==> src/rtl/fetch_entry_fifo_pkg.sv <==
// Shared types for the fetch entry FIFO: a minimal core configuration,
// the fetch entry record handed from frontend to decode, and the core-level
// default FIFO depth.
package fetch_entry_fifo_pkg;

  typedef struct packed {
    int unsigned XLEN;
    logic        RVC;
    logic        RVH;
  } cfg_t;

  localparam cfg_t cva6_cfg_empty = '{XLEN: 32, RVC: 1'b1, RVH: 1'b0};

  localparam int unsigned FETCH_FIFO_DEPTH = 4;

  typedef struct packed {
    logic        valid;
    logic [31:0] cause;
    logic [31:0] tval;
  } exception_t;

  typedef struct packed {
    logic [2:0]  cf;
    logic [31:0] predict_address;
  } branchpredict_sbe_t;

  typedef struct packed {
    logic [31:0]        address;
    logic [31:0]        instruction;
    branchpredict_sbe_t branch_predict;
    exception_t         ex;
  } fetch_entry_t;

endpackage

==> src/rtl/fetch_entry_fifo.sv <==
// Elastic buffer between frontend and decode. Circular array of DEPTH
// entries, oldest entry presented on a valid/ready handshake. An accepted
// exception entry blocks further pushes until flush. Flush empties the FIFO
// in the following cycle without clearing storage.
// Optional macro FETCH_ENTRY_FIFO_PERF_EN adds two 32-bit perf counters
// (full-stall cycles and starved cycles).
module fetch_entry_fifo
  import fetch_entry_fifo_pkg::*;
#(
  parameter cfg_t        CVA6Cfg = cva6_cfg_empty,
  parameter int unsigned DEPTH   = FETCH_FIFO_DEPTH
) (
  input  logic                   clk_i,
  input  logic                   rst_ni,
  input  logic                   flush_i,
  input  fetch_entry_t           fetch_entry_i,
  input  logic                   fetch_entry_valid_i,
  output logic                   fetch_entry_ready_o,
  output fetch_entry_t           fetch_entry_o,
  output logic                   fetch_entry_valid_o,
  input  logic                   fetch_entry_ready_i,
  output logic [$clog2(DEPTH):0] usage_o,
  output logic                   ex_blocked_o
`ifdef FETCH_ENTRY_FIFO_PERF_EN
  ,
  output logic [31:0]            stall_full_cnt_o,
  output logic [31:0]            starve_cnt_o
`endif
);

  localparam int PW = $clog2(DEPTH);
  localparam int CW = PW + 1;
  localparam logic [CW-1:0] FULL = CW'(DEPTH);

  // Elaboration guard: pointer wrap relies on DEPTH being a power of two.
  if (DEPTH < 2 || (DEPTH & (DEPTH - 1)) != 0 || CVA6Cfg.XLEN == 0) begin : g_bad_cfg
    $error("fetch_entry_fifo: DEPTH must be a power of two >= 2");
  end

  fetch_entry_t  r_mem [DEPTH];
  logic [PW-1:0] r_rd_ptr, r_wr_ptr;
  logic [CW-1:0] r_usage;
  logic          r_ex_blocked;

  logic w_push, w_pop;

  // Ready depends only on state and flush, never on the decode-side ready.
  assign fetch_entry_ready_o = (r_usage < FULL) && !r_ex_blocked && !flush_i;
  assign fetch_entry_valid_o = (r_usage != '0);
  assign fetch_entry_o       = r_mem[r_rd_ptr];
  assign usage_o             = r_usage;
  assign ex_blocked_o        = r_ex_blocked;

  assign w_push = fetch_entry_valid_i && fetch_entry_ready_o;
  assign w_pop  = fetch_entry_valid_o && fetch_entry_ready_i;

  // Storage write; flush never blocks a write since push is already gated by it.
  always_ff @(posedge clk_i or negedge rst_ni) begin
    if (!rst_ni) begin
      for (int i = 0; i < DEPTH; i++) r_mem[i] <= '0;
    end else if (w_push) begin
      r_mem[r_wr_ptr] <= fetch_entry_i;
    end
  end

  // Pointers, occupancy and exception block; flush discards same-cycle pop.
  always_ff @(posedge clk_i or negedge rst_ni) begin
    if (!rst_ni) begin
      r_rd_ptr     <= '0;
      r_wr_ptr     <= '0;
      r_usage      <= '0;
      r_ex_blocked <= 1'b0;
    end else if (flush_i) begin
      r_rd_ptr     <= '0;
      r_wr_ptr     <= '0;
      r_usage      <= '0;
      r_ex_blocked <= 1'b0;
    end else begin
      if (w_push) r_wr_ptr <= r_wr_ptr + 1'b1;
      if (w_pop)  r_rd_ptr <= r_rd_ptr + 1'b1;
      r_usage <= r_usage + CW'(w_push) - CW'(w_pop);
      if (w_push && fetch_entry_i.ex.valid) r_ex_blocked <= 1'b1;
    end
  end

`ifdef FETCH_ENTRY_FIFO_PERF_EN
  logic [31:0] r_stall_full_cnt, r_starve_cnt;

  assign stall_full_cnt_o = r_stall_full_cnt;
  assign starve_cnt_o     = r_starve_cnt;

  // Perf counters: free-running wrap at 2^32, deliberately blind to flush.
  always_ff @(posedge clk_i or negedge rst_ni) begin
    if (!rst_ni) begin
      r_stall_full_cnt <= '0;
      r_starve_cnt     <= '0;
    end else begin
      if (fetch_entry_valid_i && (r_usage == FULL)) r_stall_full_cnt <= r_stall_full_cnt + 32'd1;
      if ((r_usage == '0) && fetch_entry_ready_i)   r_starve_cnt     <= r_starve_cnt + 32'd1;
    end
  end
`endif

endmodule

==> config.mk <==
export PLATFORM = sky130hd
export DESIGN_NAME = fetch_entry_fifo
export DESIGN_NICKNAME = d
export VERILOG_FILES = /design/src/rtl/fetch_entry_fifo_pkg.sv /design/src/rtl/fetch_entry_fifo.sv
export SDC_FILE = /design/constraint.sdc
export NUM_CORES = 1
export LEC_CHECK = 0
export CAP_MARGIN = 20
export CORE_MARGIN = 2
export CORE_UTILIZATION = 45
export CTS_CLUSTER_DIAMETER = 60
export DETAILED_ROUTE_END_ITERATION = 7
export PLACE_DENSITY = 0.66
export SETUP_SLACK_MARGIN = 0.05
export SYNTH_ARGS = -nofsm -noshare
export SYNTH_HDL_FRONTEND = slang
export SYNTH_SLANG_ARGS = --single-unit
==> constraint.sdc <==
create_clock -name clk_i -period 4.2 [get_ports clk_i]
set_clock_uncertainty 0.2 [all_clocks]
set_input_delay 0.84 -clock clk_i [delete_from_list [all_inputs] [get_ports clk_i]]
set_output_delay 0.84 -clock clk_i [all_outputs]
set_load 0.02 [all_outputs]
==> results.json <==
{
  "period_needed_ps": 3867,
  "start_util_pct": 45.56,
  "hp-class": "in -> async",
  "drc": 0,
  "cts_resized": 0,
  "drt_iter0_markers": 677,
  "ir_drop_mv": 0.4823,
  "fin_crit_sh_pct": 92.08,
  "vias": 15650,
  "synth_fp_nets": 1809,
  "grt_util_all_layers_pct": 20.00,
  "grt_max_degree": 86,
  "cts_buffer_depth": 3,
  "cts_root_buf": "clkbuf_16",
  "fin_setup_tns_ps": 0,
  "clock_sinks": 664,
  "antenna_found_initial": 11,
  "synth.area.mux_share_pct": 38.55,
  "setup_viol": 0,
  "wl_per_cell_um": 22.40,
  "dp_hpwl_mm": 40.58,
  "ys_types": 24,
  "core_region_area_um2": 63080,
  "ctsHoldBuffers": 0,
  "cts_tree": "yes",
  "worst_setup_path_start_kind": "flip-flop",
  "cp.arrival_ps": 2830,
  "final_nets": 2158,
  "synth_adder_area_share_pct": 0.3309,
  "die_area_um2": 65910,
  "power.leakage_nw": 15.66,
  "place.gp.congestion": 0.7421,
  "avgViaCountPerCell": 5.410,
  "status": "completed",
  "seq_area_frac_synth_pct": 57.81,
  "post-cts-setup-buffers": 0,
  "final_common_cell": "dfrtp_1",
  "clk_pin_slew_ps": 60,
  "syn_area_um2": 28740,
  "io_buffers": 338,
  "synthCells": 1633,
  "grt_pass1_wl_mm": 103.2,
  "maxCapViolations": 0,
  "relSlewSlack_pct": 49.52,
  "mostFrequentLayoutCells": "dfrtp_1, mux2_2, clkdlybuf4s50_1",
  "slew_violations": 0,
  "rsz0062_at_grt": "no",
  "synth_xor_area_share_pct": 0.1524,
  "end_kind": "output pin",
  "hold_viol": 0,
  "die_h_um": 256.7,
  "rows": 92,
  "overflow": 0,
  "synthTopCellsByArea": "dfrtp_1, mux2_2, mux4_2",
  "synth_top_area_share_pct": 57.81,
  "crit_fanout": 66,
  "powerDensity_nw_per_um2": 792.6,
  "ys_seq_elements": 664,
  "crit_required_ps": 3160,
  "post-synth-top-area-cell": "dfrtp_1",
  "crit_type": "reg -> out",
  "final_cells": 2892,
  "worstMarginPinSlew_ps": 757.3,
  "syn_to_final_growth_pct": 24.07,
  "first_pass_iters": 4,
  "synth_top_family_by_area": "multiplexers",
  "dp_cells": 2751,
  "clock_latency_ps": 610,
  "wl_mm": 64.78,
  "grt_pass1_vias": 17840,
  "h-tree-depth": 3,
  "die-width_um": 256.7,
  "fmax_mhz": 258.6,
  "syn_area_per_cell_um2": 17.60,
  "synthSimpleGateAreaFrac_pct": 0.3134,
  "ios": 339,
  "synth_compound_area_share_pct": 0.1088,
  "cts-buffers-inserted": 75,
  "yosys_warnings": 0,
  "final_antenna_net_count": 0,
  "drive_gt1_share_pct": 48.60
}
-- sequential cells by signal, indices dropped and copies added (netlist names) --
register / flops
ex_blocked_o: 1
r_mem: 656
r_rd_ptr: 2
r_wr_ptr: 2
usage_o: 3
-- layer usage --
metal	routed length [um]	vias to the layer above	track usage, %
li1	-	6834	-
met1	26550	8400	24.81
met2	32670	282	33.93
met3	3966	115	5.961
met4	1491	14	5.798
met5	101	-	0
-- stage by stage --
step	instance area [um2]	power, W	utilization (%)	hold WS (ps)	worst slack, ps
final	35660	0.02827	56.53	62.36	332.8
after global routing	35660	0.02976	56.53	80.94	209.3
after CTS	35650	0.02864	56.51	71.84	282.4
after detailed placement	33080	0.02179	52.44	286.8	772.6
after global placement	33080	0.02139	52.44	280.7	800.3
after floorplan	28740	0.01724	-	273.8	1341
-- Yosys cell counts --
master	count
buf_1	10
nor3b_1	1
xor2_1	2
xnor2_1	3
nor3_1	1
o31ai_1	1
nor2b_1	1
or3_1	1
ha_1	6
fa_1	1
mux4_2	164
nor4b_4	1
mux2_2	656
dfrtp_1	664
buf_2	48
buf_6	36
nand2_1	5
a31oi_1	1
clkbuf_1	13
inv_1	6
o311ai_0	1
nor2_1	6
buf_4	4
o31a_1	1
-- critical path, cell delays in order (launching register included) --
cell and delay, ps:
dfrtp_4 470, buf_12 440, mux4_2 580, clkdlybuf4s50_1 630
-- cell families after synthesis --
family,after synthesis
AOI/OAI and AO/OA,4
xor gates and xnor gates,5
adders and majority gates,7
buffers and inverters,117
DFF,664
muxes,820
and+or+nand+nor,16
-- cell type report --
| class | instances | area, um2 |
|---|---|---|
| fill | 5008 | 27420 |
| timing repair buffer | 383 | 4001 |
| clock inverter | 28 | 387.9 |
| antenna | 5 | 12.51 |
| multi-input combinational | 852 | 11370 |
| clock buffer | 108 | 2183 |
| tap | 846 | 1059 |
| sequential | 664 | 16620 |
| inverter | 6 | 22.52 |
-- path summary, 6_finish.rpt --
kind,start,end,slack [ps],depth (start not counted)
setup / recovery,r_rd_ptr[0]$_DFFE_PN0P_,fetch_entry_o[129],330,3
hold / removal,rst_ni,r_mem[371]$_DFFE_PN0P_,60,1
setup reg to reg,usage_o[2]$_DFF_PN0_,usage_o[2]$_DFF_PN0_,1840,8
hold reg to reg,r_mem[253]$_DFFE_PN0P_,r_mem[253]$_DFFE_PN0P_,300,1
max in group asynchronous,rst_ni,r_mem[500]$_DFFE_PN0P_,2580,3
min in group clk_i,r_mem[253]$_DFFE_PN0P_,r_mem[253]$_DFFE_PN0P_,300,1
-- where the power goes --
part	total, W	leakage [nW]	switching [W]	internal (W)
clock	0.00673	1.27	0.00265	0.00408
sequential	0.0105	8.43	0.00133	0.00915
combinational	0.0111	5.97	0.00466	0.00639
Note: power is estimated with default switching activity, not from simulation.
